### config.mk
export PLATFORM = sky130hd
export DESIGN_NAME = ballot_controller
export DESIGN_NICKNAME = d
export VERILOG_FILES = /design/src/rtl/ballot_controller.sv
export SDC_FILE = /design/constraint.sdc
export NUM_CORES = 1
export LEC_CHECK = 0
export BUFFER_PORTS_ARGS = -buffer_cell sky130_fd_sc_hd__buf_2
export CAP_MARGIN = 20
export CORE_ASPECT_RATIO = 1.75
export CORE_MARGIN = 3
export CORE_UTILIZATION = 40
export DETAILED_ROUTE_END_ITERATION = 10
export GPL_TIMING_DRIVEN = 0
export PLACE_DENSITY = 0.72
export SETUP_SLACK_MARGIN = 0.5
export SYNTH_ARGS = -nofsm -noshare
export SYNTH_HDL_FRONTEND = slang
export SYNTH_SLANG_ARGS = --single-unit
### constraint.sdc
create_clock -name clk -period 2.6 [get_ports clk]
set_input_delay 0.13 -clock clk [delete_from_list [all_inputs] [get_ports clk]]
set_output_delay 0.13 -clock clk [all_outputs]
set_load 0.02 [all_outputs]
### src/rtl/ballot_controller.sv
// ballot_controller: single-booth poll sequencer.
// Walks a poll through CLOSED -> OPEN -> (ARMED -> GRANT -> LOCKOUT)* -> FINAL.
// It issues one-hot vote increments, counts accepted ballots (saturating at 1023) and
// drives the result display once the poll is final.
// Build option: define BALLOT_TIMEOUT_EN to abandon an armed ballot after TIMEOUT_CYCLES
// idle cycles. Without it, ARMED waits forever and no timeout counter is built.
module ballot_controller #(
    parameter int unsigned LOCKOUT_CYCLES = 1000,
    parameter int unsigned TIMEOUT_CYCLES = 4095
) (
    input  logic       clk,
    input  logic       rst,
    input  logic       open_poll,
    input  logic       close_poll,
    input  logic       voter_auth,
    input  logic [3:0] vote_req,
    output logic [3:0] vote_grant,
    output logic [9:0] ballot_cnt,
    output logic       busy,
    output logic       err_multi,
    output logic       timeout,
    output logic       disp_en,
    output logic [1:0] disp_sel,
    output logic [2:0] state_o
);

    // Zero-length busy or abandonment periods would make the counters below meaningless.
    if (LOCKOUT_CYCLES == 0 || TIMEOUT_CYCLES == 0) begin : g_cfg_check
        $error("ballot_controller: LOCKOUT_CYCLES and TIMEOUT_CYCLES must be nonzero");
    end

    localparam int unsigned LockW  = (LOCKOUT_CYCLES > 1) ? $clog2(LOCKOUT_CYCLES) : 1;
    localparam logic [9:0]  CntMax = 10'd1023;

    typedef enum logic [2:0] {
        StClosed  = 3'd0,
        StOpen    = 3'd1,
        StArmed   = 3'd2,
        StGrant   = 3'd3,
        StLockout = 3'd4,
        StFinal   = 3'd5
    } state_e;

    state_e             state_q, state_d;
    logic               pend_q, pend_d;
    logic [3:0]         grant_q, grant_d;
    logic [9:0]         cnt_q, cnt_d;
    logic [LockW-1:0]   lock_cnt_q, lock_cnt_d;
    logic               err_q, err_d;
    logic [1:0]         sel_q, sel_d;

    logic               req_single;
    logic               req_multi;
    logic               lock_done;
    logic               tmo_expire;
    logic [1:0]         low_idx;

    // Classify the candidate request vector: exactly one bit vs. an ambiguous ballot.
    always_comb begin
        req_single = (vote_req != 4'd0) && ((vote_req & (vote_req - 4'd1)) == 4'd0);
        req_multi  = (vote_req != 4'd0) && !req_single;
    end

    // Index of the lowest set request bit, used to pick the displayed candidate.
    always_comb begin
        low_idx = 2'd0;
        for (int i = 3; i >= 0; i--) begin
            if (vote_req[i]) begin
                low_idx = i[1:0];
            end
        end
    end

    // Lockout counter starts at zero on LOCKOUT entry, so LOCKOUT lasts LOCKOUT_CYCLES cycles.
    assign lock_done = (lock_cnt_q == LockW'(LOCKOUT_CYCLES - 1));

    // Next-state and datapath updates for the poll FSM.
    always_comb begin
        state_d    = state_q;
        pend_d     = pend_q;
        grant_d    = grant_q;
        cnt_d      = cnt_q;
        lock_cnt_d = lock_cnt_q;
        err_d      = 1'b0;
        sel_d      = sel_q;

        case (state_q)
            StClosed: begin
                // Contradictory officer inputs keep the poll shut.
                if (open_poll && !close_poll) begin
                    state_d = StOpen;
                end
            end
            StOpen: begin
                if (close_poll) begin
                    state_d = StFinal;
                end else if (voter_auth) begin
                    state_d = StArmed;
                end
            end
            StArmed: begin
                // A close abandons the ballot before any vote on the same cycle is taken.
                if (close_poll || pend_q) begin
                    pend_d  = 1'b1;
                    state_d = StFinal;
                end else if (req_single) begin
                    grant_d = vote_req;
                    state_d = StGrant;
                end else begin
                    err_d = req_multi;
                    if (tmo_expire) begin
                        state_d = StOpen;
                    end
                end
            end
            StGrant: begin
                pend_d     = pend_q | close_poll;
                lock_cnt_d = '0;
                state_d    = StLockout;
                if (cnt_q != CntMax) begin
                    cnt_d = cnt_q + 10'd1;
                end
            end
            StLockout: begin
                pend_d = pend_q | close_poll;
                if (lock_done) begin
                    state_d = (pend_q || close_poll) ? StFinal : StOpen;
                end else begin
                    lock_cnt_d = lock_cnt_q + 1'b1;
                end
            end
            StFinal: begin
                if (vote_req != 4'd0) begin
                    sel_d = low_idx;
                end
            end
            default: begin
                state_d = StClosed;
            end
        endcase
    end

    // State and datapath registers; reset clears everything immediately.
    always_ff @(posedge clk or negedge rst) begin
        if (!rst) begin
            state_q    <= StClosed;
            pend_q     <= 1'b0;
            grant_q    <= 4'd0;
            cnt_q      <= 10'd0;
            lock_cnt_q <= '0;
            err_q      <= 1'b0;
            sel_q      <= 2'd0;
        end else begin
            state_q    <= state_d;
            pend_q     <= pend_d;
            grant_q    <= grant_d;
            cnt_q      <= cnt_d;
            lock_cnt_q <= lock_cnt_d;
            err_q      <= err_d;
            sel_q      <= sel_d;
        end
    end

`ifdef BALLOT_TIMEOUT_EN
    localparam int unsigned TmoW = (TIMEOUT_CYCLES > 1) ? $clog2(TIMEOUT_CYCLES) : 1;

    logic [TmoW-1:0] tmo_cnt_q, tmo_cnt_d;
    logic            tmo_q, tmo_d;

    assign tmo_expire = (tmo_cnt_q == TmoW'(TIMEOUT_CYCLES - 1));

    // Idle-ballot timer: runs only while the FSM stays in ARMED, clears on any exit.
    // ARMED -> OPEN can only be a timeout, so that transition is the pulse source.
    always_comb begin
        tmo_cnt_d = '0;
        if (state_q == StArmed && state_d == StArmed) begin
            tmo_cnt_d = tmo_cnt_q + 1'b1;
        end
        tmo_d = (state_q == StArmed) && (state_d == StOpen);
    end

    // Timeout counter and pulse registers.
    always_ff @(posedge clk or negedge rst) begin
        if (!rst) begin
            tmo_cnt_q <= '0;
            tmo_q     <= 1'b0;
        end else begin
            tmo_cnt_q <= tmo_cnt_d;
            tmo_q     <= tmo_d;
        end
    end

    assign timeout = tmo_q;
`else
    assign tmo_expire = 1'b0;
    assign timeout    = 1'b0;
`endif

    // Outputs decode from registered state so reset drops them without a clock edge.
    always_comb begin
        vote_grant = (state_q == StGrant) ? grant_q : 4'd0;
        busy       = (state_q == StArmed) || (state_q == StGrant) || (state_q == StLockout);
        disp_en    = (state_q == StFinal);
        state_o    = state_q;
        ballot_cnt = cnt_q;
        err_multi  = err_q;
        disp_sel   = sel_q;
    end

endmodule

==> flow_summary.ini, run 1 <==
[status]
status = finished, final reports clean

[power_and_ir_drop]
p_int_uw = 976
p_sw_share_pct = 32.9
p_leak_nw = 0.900
power.density_mw_per_mm2 = 756
combPwrFrac_pct = 26.8
ir_worst_vdd_v = 0.000556
switchingPower_uw = 479
clock_power_share_pct = 31.4
seq_power_share_pct = 41.8

[critical_path]
path_cells = nand2b_1, nor2_1, clkbuf_2, and2_1, buf_2
cp-start-kind = flop
critical_path.max_stage_delay_ns = 0.47
crit_type = flop to primary output
end_kind = primary output
path_buf_inv = 2
cpMaxStageDelayCell = dfrtp_1
required_ns = 2.47
critPathMaxFanout = 10
critical_path.top_delay_family = simple AND/OR/NAND/NOR gates
crit_arrival_ns = 1.86

[floorplan]
core_mm2 = 0.00387
start_util_pct = 41.8
fp.dieW_um = 54.0
die_y_um = 90.1
ios = 32
rows = 30
die_area_mm2 = 0.00487

[detailed_routing]
firstDrtPassIters = 4
viasPerCell = 5.16
drc = 0
first_iter_violations = 20
ant_nets = 0
totalWireLength_um = 3360
wl_per_cell_um = 13.5
via_count = 1279

[timing]
finalHoldViolations = 0
setup_violations = 0
finalCritPeriodShare_pct = 76.6
worstMarginPinSlew_ns = 0.707
timing.setup.tns_ns = 0
hold_ws_ns = 0.109
slew_viol_final = 0
fmax_mhz = 502
slew_headroom_pct = 52.9
rsz0062_at_grt = yes
clock-skew-final_ns = 0.00437
min_period_ns = 1.99

[cts]
ctsLongestPathBuffers = 2
cts_made_buffers = 5
clock-root-buffer = clkbuf_8
path_clk_slew_ns = 0.06
htree_num_levels = 2
clock_latency_ns = 0.28
cts_tree = yes
clock-sinks = 31

[yosys]
synth_compound_area_share_pct = 7.51
synthesis.nets = 176
synth_top_area_share_pct = 48.0
synth-seq-cells = 31
synth_cell_types = 40
synthXorXnorAreaFrac_pct = 7.05
avgSynthCellArea_um2 = 9.79
yosys_warnings = 0
yosys.area_share.adder_pct = 2.17
synthDominantAreaCellType = dfrtp_1
ys_seq_area_share_pct = 48.0
synth_top_family_by_area = simple AND/OR/NAND/NOR gates
synth_mux_area_share_pct = 6.12
synth_area_leaders = dfrtp_1 (48%), mux2_2 (4.9%), xnor2_1 (4.9%), nor2_1 (4.4%), nand2_1 (3.7%)
synth_cells = 165
netlist_area_mm2 = 0.00162
synth_edf_count = 0
async_flop_share_pct = 100
synth_simple_gate_area_share_pct = 26.3
synthFlopType = dfrtp_1

[global_route]
antenna_found_initial = 0
grt_pass1_wl_um = 6000
grt_remaining_overflow = 0
grt_max_degree = 32
grt_pass1_vias = 1264
grt_use_total_pct = 16.6

[finish]
stdcell_count = 248
antennaDiodeCount = 0
final_nets = 211
drive_gt1_share_pct = 23.5
synthToLayoutAreaGrowth_pct = 19.1

[worst_hold_path]
holdCritPathClass = input pin to flop

[placed_design]
gp_congestion = 0.750
placed_cells = 240
hpwl_um = 2440
port_buffers = 27

[run]
max-cap-violations = 0
-- worst paths after layout --
kind | endpoint | cells past startpoint | slack [ns] | from
setup / recovery | vote_grant[2] | 5 | 0.61 | state_o[2]$_DFFE_PN0P_
hold / removal | state_o[1]$_DFFE_PN0P_ | 2 | 0.11 | close_poll
setup reg to reg | grant_q[0]$_DFFE_PN0P_ | 4 | 0.63 | state_o[2]$_DFFE_PN0P_
hold reg to reg | ballot_cnt[6]$_DFFE_PN0P_ | 1 | 0.48 | ballot_cnt[6]$_DFFE_PN0P_
max in group asynchronous | ballot_cnt[6]$_DFFE_PN0P_ | 2 | 1.70 | rst
min in group asynchronous | err_multi$_DFF_PN0_ | 2 | 0.44 | rst
-- routing by layer --
metal / global-route usage [%] / up-vias / routed length [um]
li1: - / 649 / -
met1: 20.0 / 604 / 1350
met2: 27.1 / 20 / 1820
met3: 3.48 / 6 / 108
met4: 7.48 / 0 / 84
met5: 0 / - / 0
-- worst register-to-register path, delay by kind of cell (launching register included) --
kind             cells  cell delay, ns
and+or+nand+nor      3            1.03
DFF                  1            0.47
muxes                1            0.36
-- registers in the layout (all words and copies together) (netlist names) --
signal      flops
state_o         3
disp_sel        2
ballot_cnt     10
lock_cnt_q     10
err_multi       1
pend_q          1
grant_q         4
-- power groups by stage --
stage / clock network [mW] / registers, mW / logic, mW
2_1_floorplan: 0 / 0.642 / 0.245
3_3_place_gp: 0 / 0.618 / 0.382
3_5_place_dp: 0 / 0.616 / 0.393
4_1_cts: 0.467 / 0.609 / 0.394
5_1_grt: 0.498 / 0.623 / 0.441
6_report: 0.457 / 0.609 / 0.390
-- synthesized netlist by cell type (2+ instances only) --
master    count
a21oi_1       6
a211oi_1      2
xor2_1        4
nor3b_1       2
clkbuf_1      4
dfrtp_1      31
nor4_1        5
ha_1          2
nor3_1        7
nand3_1       6
xnor2_1       9
buf_2         3
nor4b_1       2
mux2i_1       2
o21a_1        2
nand2_1      16
and2_1        6
nand4_1       5
nor2_1       19
nand2b_1      4
mux2_2        7
nand3b_1      2
o311a_1       2
-- final cells by class --
class | instances | area [um^2]
fillers | 386 | 1940
multi-input cells | 125 | 798
flip-flops and latches | 31 | 776
repair buffers | 28 | 145
clock buffers | 6 | 72.6
well taps | 48 | 60.1
plain buffers | 8 | 38.8
clock inverters | 1 | 30.0
inverters | 1 | 3.75
-- stage by stage --
step	worst slack (ns)	util [%]	total power [mW]	area [um^2]
final	0.608	49.8	1.46	1920
after global routing	0.414	49.8	1.56	1920
after CTS	0.589	49.8	1.47	1920
after detailed placement	0.624	46.8	1.01	1810
after global placement	0.623	46.8	1.00	1810
after floorplan	0.549	-	0.887	1620
-- repair_timing --
action                     CTS  global route
setup endpoints to repair    2             3
pin swaps                    0             0
hold endpoints to repair    31             0
gates resized for setup      1             0
buffers inserted             0             0
hold buffers                 1             0
-- cells in the final DEF (no fill, tap or decap), drive strengths merged, types with 4 or more instances in the layout --
master and n:
clkbuf 10, and2 6, dfrtp 31, nand2b 4, a21oi 6, nor2 20
nor3 7, nand2 16, buf 31, nor4 5, nand4 5, xor2 4
nand3 6, xnor2 9, mux2 7
-- cells by family (layout without fill, tap and decap cells) --
| kind of cell | count (synthesis) | in the layout |
|---|---|---|
| and+or+nand+nor | 82 | 82 |
| buffers and inverters | 9 | 44 |
| DFF | 31 | 31 |
| adders and majority gates | 3 | 3 |
| AOI/OAI and AO/OA | 17 | 17 |
| other | 1 | 1 |
| xor gates and xnor gates | 13 | 13 |
| muxes | 9 | 9 |
(Power assumes the default switching activity.)
==> run 2, diff against run 1 <==
- clock period: 2.6 -> 1.9 ns (I/O delays scaled with it)
==> flow_summary.ini, run 2 (synthesized netlist as in run 1, its figures left out) <==
[status]
status = finished, final reports clean

[detailed_routing]
totalWireLength_um = 4360
firstDrtPassIters = 4
drc = 0
first_iter_violations = 31
via_count = 1484
ant_nets = 0
viasPerCell = 5.23
wl_per_cell_um = 15.4

[critical_path]
cpMostUsedCell = buf_6
critical_path.max_stage_delay_ns = 0.42
cpMaxStageDelayCell = dfrtp_2
critPathMaxFanout = 6
path_buf_inv = 2
critical_path.top_delay_family = simple AND/OR/NAND/NOR gates
crit_type = flop to flop
end_kind = flop
cp-start-kind = flop
path_cells = buf_6, or3b_1, buf_6, or2_0, or3_1, a21oi_1
required_ns = 2.11
crit_arrival_ns = 2.08

[cts]
clock-sinks = 31
cts_tree = yes
htree_num_levels = 2
path_clk_slew_ns = 0.07
ctsLongestPathBuffers = 2
clock_latency_ns = 0.29
clock-root-buffer = clkbuf_8
cts_made_buffers = 5

[placed_design]
place_area_mm2 = 0.00189
placed_cells = 240
detailedPlace.worstSlack_ns = 0.00702
hpwl_um = 2520
port_buffers = 27
gp_congestion = 0.718

[floorplan]
ios = 32
fp.dieW_um = 54.0
start_util_pct = 41.8
core_mm2 = 0.00387
rows = 30
die_y_um = 90.1
die_area_mm2 = 0.00487

[power_and_ir_drop]
ir_worst_vdd_v = 0.000562
power.density_mw_per_mm2 = 941
p_leak_nw = 1.13

[timing]
slew_headroom_pct = 52.7
min_period_ns = 1.86
fmax_mhz = 536
clock-skew-final_ns = 0.0107
finalHoldViolations = 0
fin_ws_ns = 0.0352
finalCritPeriodShare_pct = 98.1
slew_viol_final = 0
setup_violations = 0
worstMarginPinSlew_ns = 0.709
rsz0062_at_grt = yes

[global_route]
grt_pass1_wl_um = 6730
grt_max_degree = 32
grt_pass1_vias = 1459
grt_remaining_overflow = 0
antenna_found_initial = 0
grt_use_total_pct = 18.4

[finish]
final_common_cell = buf_4
fin_area_mm2 = 0.00249
fillers = 299
antennaDiodeCount = 0
most-common-layout-cells = buf_4 (29), buf_2 (25), dfrtp_1 (21), nand2_1 (15), nor2_1 (15)
multi_input_area_mm2 = 0.00104
drive_gt1_share_pct = 51.3
synthToLayoutAreaGrowth_pct = 54.1
final_nets = 246
stdcell_count = 284
seq_area_um2 = 788

[worst_hold_path]
holdCritPathClass = input pin to flop

[run]
max-cap-violations = 0
## run 2: changes by cell type in the layout (fill, tap and decap cells not counted), moves of 10 or more
| cell | change |
|---|---|
| buf_6 | +12 |
| buf_4 | +28 |
| dfrtp_2 | +10 |
| dfrtp_1 | -10 |
## run 2: final timing paths
check / startpoint / endpoint / slack [ns] / cells past startpoint
worst max register to register: state_o[1]$_DFFE_PN0P_ / lock_cnt_q[3]$_DFFE_PN0P_ / 0.04 / 6
worst max-delay path: state_o[1]$_DFFE_PN0P_ / lock_cnt_q[3]$_DFFE_PN0P_ / 0.04 / 6
worst min-delay path: close_poll / state_o[1]$_DFFE_PN0P_ / 0.06 / 2
min in group asynchronous: rst / lock_cnt_q[5]$_DFFE_PN0P_ / 0.39 / 2
max in group asynchronous: rst / ballot_cnt[1]$_DFFE_PN0P_ / 1.01 / 2
worst min register to register: disp_sel[1]$_DFFE_PN0P_ / disp_sel[1]$_DFFE_PN0P_ / 0.49 / 1
## run 2: layout make-up
cell class / instances / area share, %
Sequential cell: 31 / 31.7
Clock inverter: 3 / 0.804
Clock buffer: 5 / 2.76
Multi-Input combinational cell: 125 / 41.6
Inverter: 1 / 0.151
Buffer: 8 / 2.66
Timing Repair Buffer: 63 / 17.9
Tap cell: 48 / 2.41
## run 2: stage by stage
stage          hold slack, ns  utilization, %  TNS, ns  power [mW]
2_1_floorplan          -0.201               -        0        1.27
3_3_place_gp            0.187            48.8        0        1.42
3_5_place_dp            0.184            48.8        0        1.44
4_1_cts                0.0360            60.7        0        2.22
5_1_grt                0.0650            64.4  -0.0108        2.46
6_report               0.0645            64.4        0        2.34
## run 2: repair_timing
action / CTS / global route
setup buffers: 24 / 11
pin swaps: 22 / 15
resized for setup: 36 / 12
hold endpoints to repair: 31 / 0
endpoints found under the setup margin: 29 / 33
hold buffers: 1 / 0
## run 2: per-layer routing
| layer | global-route usage, % | part of all wire, % | vias to the layer above |
|---|---|---|---|
| li1 | - | - | 719 |
| met1 | 20.9 | 38 | 731 |
| met2 | 32.3 | 57 | 29 |
| met3 | 3.98 | 3.1 | 5 |
| met4 | 6.24 | 1.5 | 0 |
| met5 | 0 | 0 | - |
## run 2: worst reg2reg max path: stages, from the launching register on
cell	delay [ns]
dfrtp_2	0.42
buf_6	0.13
or3b_1	0.38
buf_6	0.14
or2_0	0.24
or3_1	0.34
a21oi_1	0.15
## run 2: where the power goes
part	switching [mW]	total, mW	internal [mW]
Clock	0.263	0.517	0.254
Combinational	0.488	0.985	0.497
Sequential	0.0875	0.840	0.753
Total	0.839	2.34	1.50
